--- src/rtl/uart_rx_router.sv ---
// uart_rx_router: receive-side router between the UART byte core and the CPU/loader.
//
// Normal mode buffers received bytes in a first-word-fall-through FIFO for the CPU.
// The start pair MAGIC0, MAGIC1 switches to program mode, but only when the gap
// between the two bytes falls inside a time window. In program mode, bytes go to a
// single-register program channel with backpressure. Program mode ends on the
// END0, END1 pair, or on an optional idle timeout.
//
// Ports:
//   clk, rst             clock, synchronous active-high reset
//   in_data/in_valid     byte offered by the UART core
//   in_ready             byte consumed this cycle when in_valid & in_ready
//   rx_data/rx_full      FIFO head (FWFT) and non-empty flag
//   rd                   pop FIFO head (ignored when empty)
//   rx_level             FIFO occupancy
//   prog_data/valid      program byte channel, prog_ready is the loader's accept
//   prog_recv            program mode active
//   prog_bytes           bytes accepted this session, saturating
//   prog_timeout         sticky: last session ended by idle timeout
module uart_rx_router #(
  parameter int unsigned          CLOCK_HZ        = 27_000_000,
  parameter int unsigned          DATA_BITS       = 8,
  parameter int unsigned          FIFO_DEPTH      = 4,
  parameter int unsigned          GAP_MIN_US      = 200,
  parameter int unsigned          GAP_MAX_US      = 20000,
  parameter int unsigned          PROG_TIMEOUT_MS = 0,
  parameter logic [DATA_BITS-1:0] MAGIC0          = 8'h55,
  parameter logic [DATA_BITS-1:0] MAGIC1          = 8'hAA,
  parameter logic [DATA_BITS-1:0] END0            = 8'h7F,
  parameter logic [DATA_BITS-1:0] END1            = 8'hFF
) (
  input  logic                          clk,
  input  logic                          rst,
  input  logic [DATA_BITS-1:0]          in_data,
  input  logic                          in_valid,
  output logic                          in_ready,
  output logic [DATA_BITS-1:0]          rx_data,
  output logic                          rx_full,
  input  logic                          rd,
  output logic [$clog2(FIFO_DEPTH):0]   rx_level,
  output logic [DATA_BITS-1:0]          prog_data,
  output logic                          prog_valid,
  input  logic                          prog_ready,
  output logic                          prog_recv,
  output logic [15:0]                   prog_bytes,
  output logic                          prog_timeout
);

  localparam int unsigned AW = $clog2(FIFO_DEPTH);
  localparam int unsigned LW = AW + 1;

  // Cycle counts derived from time parameters in 64-bit arithmetic.
  localparam longint unsigned GMinL = (64'(CLOCK_HZ) * 64'(GAP_MIN_US)) / 64'd1_000_000;
  localparam longint unsigned GMaxL = (64'(CLOCK_HZ) * 64'(GAP_MAX_US)) / 64'd1_000_000;
  localparam longint unsigned ToutL = (64'(CLOCK_HZ) * 64'(PROG_TIMEOUT_MS)) / 64'd1_000;

  // Timer must hold GMAX+1 (its saturation value).
  localparam int unsigned TimerW = $clog2(GMaxL + 64'd2);
  localparam logic [TimerW-1:0] GMin   = TimerW'(GMinL);
  localparam logic [TimerW-1:0] GMax   = TimerW'(GMaxL);
  localparam logic [TimerW-1:0] GMaxP1 = TimerW'(GMaxL + 64'd1);

  // Idle counter only needs to reach TOUT-1; exit happens on the TOUT-th idle cycle.
  localparam bit          ToutEn = (ToutL != 64'd0);
  localparam int unsigned ToutW  = (ToutL > 64'd1) ? $clog2(ToutL) : 1;
  localparam logic [ToutW-1:0] ToutLast = ToutW'(ToutL - 64'd1);

  typedef enum logic {StNormal, StProg} state_e;

  state_e                 state_q;

  // Hold stage and gap timer
  logic [DATA_BITS-1:0]   hold_q;
  logic                   hold_full_q;
  logic [TimerW-1:0]      timer_q;

  // FIFO
  logic [DATA_BITS-1:0]   mem_q [FIFO_DEPTH];
  logic [AW-1:0]          wr_ptr_q;
  logic [AW-1:0]          rd_ptr_q;
  logic [LW-1:0]          count_q;

  // Program channel
  logic [DATA_BITS-1:0]   prog_data_q;
  logic                   prog_valid_q;
  logic [15:0]            prog_bytes_q;
  logic                   prog_timeout_q;
  logic                   end0_seen_q;
  logic [ToutW-1:0]       idle_q;

  // Decode
  logic is_prog;
  logic fifo_full;
  logic fifo_pop;
  logic hold_m0;
  logic in_m1;
  logic start;
  logic release_hold;
  logic accept;
  logic capture;
  logic prog_accept;
  logic prog_end;
  logic prog_to;

  always_comb begin
    is_prog   = (state_q == StProg);
    // Registered occupancy: a pop in this cycle does not free a slot until next cycle.
    fifo_full = (count_q == LW'(FIFO_DEPTH));
    fifo_pop  = rd & (count_q != '0);
    hold_m0   = hold_full_q & (hold_q == MAGIC0);
    in_m1     = in_valid & (in_data == MAGIC1);

    start = ~is_prog & hold_m0 & in_m1 & (timer_q >= GMin) & (timer_q <= GMax);

    // Hold is released unless it holds a MAGIC0 that may still pair with MAGIC1.
    release_hold = ~is_prog & hold_full_q & ~fifo_full &
                   ((hold_q != MAGIC0) |
                    (timer_q > GMax) |
                    (in_valid & (in_data != MAGIC1)) |
                    (in_m1 & (timer_q < GMin)));

    if (is_prog) begin
      in_ready = ~prog_valid_q | prog_ready;
    end else begin
      in_ready = ~hold_full_q | start;
    end

    accept      = in_valid & in_ready;
    capture     = accept & ~is_prog & ~start;
    prog_accept = accept & is_prog;
    prog_end    = prog_accept & end0_seen_q & (in_data == END1);
    prog_to     = is_prog & ToutEn & ~prog_accept & (idle_q == ToutLast);
  end

  always_ff @(posedge clk) begin
    if (rst) begin
      state_q        <= StNormal;
      hold_q         <= '0;
      hold_full_q    <= 1'b0;
      timer_q        <= '0;
      for (int i = 0; i < FIFO_DEPTH; i++) begin
        mem_q[i] <= '0;
      end
      wr_ptr_q       <= '0;
      rd_ptr_q       <= '0;
      count_q        <= '0;
      prog_data_q    <= '0;
      prog_valid_q   <= 1'b0;
      prog_bytes_q   <= '0;
      prog_timeout_q <= 1'b0;
      end0_seen_q    <= 1'b0;
      idle_q         <= '0;
    end else begin
      // Hold stage: start discards the held MAGIC0.
      if (start) begin
        hold_full_q <= 1'b0;
      end else if (capture) begin
        hold_q      <= in_data;
        hold_full_q <= 1'b1;
      end else if (release_hold) begin
        hold_full_q <= 1'b0;
      end

      if (capture && (in_data == MAGIC0)) begin
        timer_q <= '0;
      end else if (hold_m0 && (timer_q != GMaxP1)) begin
        timer_q <= timer_q + TimerW'(1);
      end

      // FIFO: start flushes it.
      if (start) begin
        wr_ptr_q <= '0;
        rd_ptr_q <= '0;
        count_q  <= '0;
      end else begin
        if (release_hold) begin
          mem_q[wr_ptr_q] <= hold_q;
          wr_ptr_q        <= wr_ptr_q + AW'(1);
        end
        if (fifo_pop) begin
          rd_ptr_q <= rd_ptr_q + AW'(1);
        end
        case ({release_hold, fifo_pop})
          2'b10:   count_q <= count_q + LW'(1);
          2'b01:   count_q <= count_q - LW'(1);
          default: count_q <= count_q;
        endcase
      end

      // Mode FSM
      case (state_q)
        StNormal: begin
          if (start) begin
            state_q        <= StProg;
            prog_bytes_q   <= '0;
            prog_timeout_q <= 1'b0;
            end0_seen_q    <= 1'b0;
            idle_q         <= '0;
          end
        end
        StProg: begin
          if (prog_to) begin
            state_q        <= StNormal;
            prog_timeout_q <= 1'b1;
          end else if (prog_end) begin
            state_q <= StNormal;
          end
          if (prog_accept) begin
            idle_q <= '0;
          end else if (ToutEn) begin
            idle_q <= idle_q + ToutW'(1);
          end
        end
        default: state_q <= StNormal;
      endcase

      // Program output register; keeps draining after leaving program mode.
      if (prog_accept) begin
        prog_data_q  <= in_data;
        prog_valid_q <= 1'b1;
        end0_seen_q  <= (in_data == END0);
        if (prog_bytes_q != 16'hFFFF) begin
          prog_bytes_q <= prog_bytes_q + 16'd1;
        end
      end else if (prog_valid_q && prog_ready) begin
        prog_valid_q <= 1'b0;
      end
    end
  end

  assign rx_data      = mem_q[rd_ptr_q];
  assign rx_full      = (count_q != '0);
  assign rx_level     = count_q;
  assign prog_data    = prog_data_q;
  assign prog_valid   = prog_valid_q;
  assign prog_recv    = is_prog;
  assign prog_bytes   = prog_bytes_q;
  assign prog_timeout = prog_timeout_q;

endmodule

--- config.mk ---
export PLATFORM = sky130hd
export DESIGN_NAME = uart_rx_router
export DESIGN_NICKNAME = d
export VERILOG_FILES = /design/src/rtl/uart_rx_router.sv
export SDC_FILE = /design/constraint.sdc
export NUM_CORES = 1
export LEC_CHECK = 0
export ABC_CLOCK_PERIOD_IN_PS = 4000
export CAP_MARGIN = 20
export CELL_PAD_IN_SITES_DETAIL_PLACEMENT = 1
export CELL_PAD_IN_SITES_GLOBAL_PLACEMENT = 2
export CORE_AREA = 2 2 119 121
export CTS_CLUSTER_DIAMETER = 80
export DETAILED_ROUTE_END_ITERATION = 8
export DIE_AREA = 0 0 121 123
export PLACE_DENSITY_LB_ADDON = 0.1
export SLEW_MARGIN = 20
export SYNTH_ARGS = -nofsm -noshare
export SYNTH_HDL_FRONTEND = slang
export SYNTH_SLANG_ARGS = --single-unit
--- constraint.sdc ---
create_clock -name clk -period 4 [get_ports clk]
set_clock_uncertainty 0.1 [all_clocks]
set_input_delay 0.4 -clock clk [delete_from_list [all_inputs] [get_ports clk]]
set_output_delay 0.4 -clock clk [all_outputs]
set_load 0.01 [all_outputs]
* Word level (Yosys, flattened, before mapping)
Memory sizes are Yosys's and may differ from the RTL's. A register that Yosys moved wholly into a read port is not among the register bits.
Index checks and enable logic that the tools add are counted.
** Storage, ports and cells
- Register bits after elaboration :: 64
- RAM bits :: 32
- Output and inout port bits :: 40
- Word-level logic and storage cells :: 106
- Memories :: 1
** Operators by class
- Add/subtract/negate cells :: 6
- $lt $le $gt $ge :: 4
- Equality and inequality tests :: 14
- Muxes and demuxes :: 27
- Bitwise logic cells :: 28
- Reduce and logical (&&, ||, !) cells :: 14
** Memories
- mem_q :: depth 4, bits a word 8, rd ports 1, clocked after Yosys merged registers in 1, write ports 4, RTL line 78 : logic [DATA_BITS-1:0] mem_q [FIFO_DEPTH];
** Operators with widths (count)
- $mux 16 :: 4
- $eq 8x7->1 const B :: 3
- $add 20x1->20 const B :: 1
- $ge 20x13->1 const B :: 1
- $gt 20x20->1 const B :: 1
- $le 20x20->1 const B :: 1
- $lt 20x13->1 const B :: 1
- $ne 20x20->1 const B :: 1
- $and 1x1->1 :: 18
- $mux 1 :: 17
- $add 16x1->16 const B :: 1
- $eq 8x8->1 const B :: 2
- $ne 16x16->1 const B :: 1
- $mux 8 :: 1
- $ne 8x7->1 const B :: 1
- $ne 8x8->1 const B :: 1
- $reduce_bool 2->1 :: 4
- $reduce_or 8->1 :: 1
- $mux 2 :: 3
- $pmux 3 s2 :: 1
- $reduce_and 2->1 :: 3
- $not 1->1 :: 5
- $or 1x1->1 :: 5
- $add 2x1->2 const B :: 2
- 11 further kinds :: 14

* Longest topological paths before layout
Gate-level depths: netlist (run 1).
- Word-level depth :: 14
- Depth in mapped cells :: 14
- Mapped depth without buffers :: 12

* Worst setup path before layout (run 1)
Ideal clock, no wire load.
- Path kind :: input to register
- Start point :: input port in_data[6]
- End point :: register count_q[2], in the netlist rx_level[2]
- Setup time :: 0.118 ns
- Arrival :: 3.248 ns
- Data required time :: 3.782 ns
- Setup slack :: 0.533 ns
- Stages :: 13
- Path buffers :: 1
- Cells stage by stage :: or4b_2 > nor3_1 > o31ai_4 > a221o_2 > nand2_1 > clkbuf_1 > ha_1 > inv_1 > fa_1 > xor2_1 > nor2_1 > xnor2_1 > nor2_1
** On the way
- Cells in the longest elaborated chain, start to end :: 7
- Elaborated cells between the ends (all ways) :: 16
- Those cells by class :: eq/ne (4); mux (1); bitwise (9); reduce/logical (2)
** RTL lines
- from (decl) :: RTL line 34 : input logic [DATA_BITS-1:0] in_data,
- $ne 8x8->1 / $eq 8x8->1 (equally long branches) :: RTL line 119, 111
- $and 1x1->1 (on tied branches) :: RTL line 119, 111
- $or 1x1->1 / $and 1x1->1 (equally long branches) :: RTL line 118, 120
- $or 1x1->1 :: RTL line 119 : (in_valid & (in_data != MAGIC1)) |
- $and 1x1->1 :: RTL line 116 : release_hold = ~is_prog & hold_full_q & ~fifo_full &
- $eq 2x1->1 / $eq 2x2->1 (equally long branches) :: RTL line 183 : case ({release_hold, fifo_pop})
- $pmux 3 s2 / $reduce_bool 2->1 (equally long branches)
- to (signal assigned) :: RTL line 184 : 2'b10: count_q <= count_q + LW'(1);
- to (signal assigned) :: RTL line 185 : 2'b01: count_q <= count_q - LW'(1);
- to (signal assigned) :: RTL line 186 : default: count_q <= count_q;
- to (decl) :: RTL line 81 : logic [LW-1:0] count_q;
Parallel ways exist; a longest one is shown, timed or not.
A chain may end at the register's enable or synchronous reset.

* Worst setup path after layout (run 1)
- Start point :: input port in_data[0]
- End point :: output port in_ready
** On the way
- Cells in the longest elaborated chain, start to end :: 7
** RTL lines
- $eq 8x8->1 :: RTL line 111 : in_m1 = in_valid & (in_data == MAGIC1);
- $and 1x1->1 :: RTL line 111
- $and 1x1->1 (3 in a row) :: RTL line 113 : start = ~is_prog & hold_m0 & in_m1 & (timer_q >= GMin) & (timer_q <= GMax);
- $or 1x1->1 :: RTL line 125 : in_ready = ~hold_full_q | start;
- $mux 1 :: RTL line 122 : if (is_prog) begin
- to (decl) :: RTL line 36 : output logic in_ready,
Every way passes these cells.

==> impl_metrics.toml, run 1 <==
[route]
via_per_inst = 5.26
drt-pass1-iter-count = 4
totalWireLength_um = 12300
ant_nets = 0
wl_per_cell_um = 16.8
via_count = 3833
drc = 0
drt_iter0_drc = 217

[placed_design]
globalplace.congestion = 0.758
port_buffers = 51
detailed_place_hpwl_um = 8820

[layout]
area_growth_pct = 21.5
drive_above_1_share = 0.115
final_cell_mix = "68 x nand2_1, 65 x dfxtp_1, 51 x clkdlybuf4s50_1, 41 x nor2_1, 35 x a21oi_1"
final_common_cell = "nand2_1"
diodes = 0
fillCellCount = 1574
fin_nets = 563

[floorplan]
rows = 43
core_mm2 = 0.0136
initial_core_util = 0.344
fp.dieH_um = 123
die_w_um = 121
top_level_ports = 53
die-area_mm2 = 0.0149

[clock_network]
clk_pin_slew_ps = 70
htree_levels = 3
cts_inserted_buffers = 9
cts-root-buf = "clkbuf_16"
ctsResizeCount = 0
clk_path_buf_depth = 2
cts_tree = "built"
worstSkewPairLatency_ps = 350
postCtsSetupBuffers = 0
ctsHoldBuffers = 0
cts_sinks = 97

[setup_path]
crit_start = "in_data[0]"
cp_slowest_stage_delay_ps = 680
cpMaxStageDelayCell = "or4b_2"
crit_arrival_ps = 3080
rr_startpoint = "timer_q[14]"
crit_top_cell = "clkdlybuf4s50_1"
cp-end-kind = "output port"
startpoint_type = "input port"
cp_max_fo = 4
path_cells = "clkdlybuf4s50_1 > or4b_2 > nor3_1 > o31ai_4 > a211o_2 > nand2_1 > mux2_2 > clkdlybuf4s50_1"
crit_required_ps = 3500
crit_type = "in -> out"

[global_routing]
grt_util_all_layers = 0.176
gr-total-overflow = 0
grt_max_degree = 39
grt_pass1_vias = 3890
grt_pass1_wl_um = 20400
antenna_found_initial = 0

[logic_synthesis]
synth_warnings = 0
ys_seq_area_frac = 0.483
syn_nets = 517
synth-async-reset-ratio = 0
avgSynthCellArea_um2 = 9.41
synth_seq_cells = 97
synth_area_mm2 = 0.00469
synth_cells = 498
synth_cell_type_count = 62
synth_edf_count = 32
synthFlopType = "dfxtp_1"

[timing]
worstMarginPinSlew_ps = 768
slew_headroom = 0.485
final.setup.tns_ps = 0
rsz0062_at_grt = "false"
whs_ps = 363
slew_violations = 0
fmax_mhz = 279
fin_crit_sh = 0.896
fin_crit_ps = 3580
finalSetupViolations = 0
hold_viol_final = 0

[status]
status = "finished clean"

[run]
drv_cap = 0

[worst_hold_path]
hold_start = "prog_data[7]"
hold_path.class = "reg -> reg"

[pwr]
vdd_drop_max_uv = 154
p_per_area_mw_per_mm2 = 429
p_leak_nw = 1.78
where the power goes:
group	total, mW	switching (mW)	internal (mW)
registers	1.13	0.0587	1.07
logic	0.385	0.179	0.207
clock network	0.929	0.382	0.546
worst max-delay path, delay by kind of cell:
| family | cells | cell delay, ps |
|---|---|---|
| AO/OA/AOI/OAI | 2 | 480 |
| buffers and inverters | 2 | 1010 |
| AND/OR/NAND/NOR | 3 | 1050 |
| multiplexers | 1 | 140 |
through the flow:
stage	total power, mW	cell area [um2]	std cells	worst slack, ps	utilization
floorplan	1.38	4690	498	533	-
global placement	1.53	5370	713	263	0.395
detailed placement	1.54	5370	713	203	0.395
CTS	2.48	5690	729	414	0.418
global route	2.56	5690	729	294	0.418
finish	2.44	5690	729	418	0.418
synthesized netlist by cell type, drive strengths merged (4+ instances only):
library cell | instances | area (um2)
nand2 | 69 | 262
dfxtp | 65 | 1300
nor2 | 41 | 154
nor3 | 39 | 235
a21oi | 36 | 184
edfxtp | 32 | 961
nand3 | 25 | 125
inv | 21 | 78.8
clkbuf | 18 | 67.6
o21ai | 14 | 70.1
xnor2 | 14 | 123
nor4 | 10 | 68.8
or3 | 10 | 63.8
buf | 9 | 65.1
mux4 | 8 | 180
nand4 | 8 | 50.1
xor2 | 8 | 70.1
and3 | 7 | 45.1
a31oi | 6 | 37.5
ha | 5 | 62.6
a311oi | 4 | 35.0
and2 | 4 | 25.0
nand3b | 4 | 30.0
registers in the layout, summed over array words and instances (netlist names), named ones only:
name	flops
timer_q	20
prog_recv	1
rd_ptr_q	2
hold_full_q	1
end0_seen_q	1
hold_q	8
mem_q	32
wr_ptr_q	2
rx_level	3
prog_bytes	16
prog_data	8
prog_valid	1
cells by family after synthesis:
family,Yosys count,share of synthesized area
other,1,0.000800
buffers and inverters,48,0.0451
adders and majority gates,6,0.0176
xor gates and xnor gates,22,0.0411
and+or+nand+nor,234,0.258
AOI/OAI and AO/OA,81,0.114
DFF,97,0.483
muxes,9,0.0408
layer usage:
metal  global-route usage  share of wire  vias up
met5                    0              0        -
li1                     -              -     1880
met2                0.278           0.46       47
met4               0.0654          0.016        0
met1                0.240           0.49     1894
met3               0.0337          0.031       12
path summary, 6_finish.rpt:
check / slack, ps / depth (start not counted) / endpoint
max: 420 / 8 / in_ready
min: 360 / 2 / prog_data[7]
max reg2reg: 570 / 12 / rx_level[2]
min reg2reg: 360 / 2 / prog_data[7]
layout make-up:
type / count / area [um2] / share of cell area
Sequential cell: 97 / 2260 / 0.397
Timing Repair Buffer: 62 / 593 / 0.104
Tap cell: 180 / 225 / 0.0396
Inverter: 21 / 78.8 / 0.0138
Clock inverter: 7 / 95.1 / 0.0167
Clock buffer: 9 / 225 / 0.0396
Multi-Input combinational cell: 353 / 2210 / 0.389
Note: power is estimated with default switching activity, not from simulation.
==> run 2: changes to the inputs <==
Settings changed: ABC_CLOCK_PERIOD_IN_PS 4000 to default.
==> results of run 2 <==
No change in the layout: final DEF, timing and power equal those of run 1.
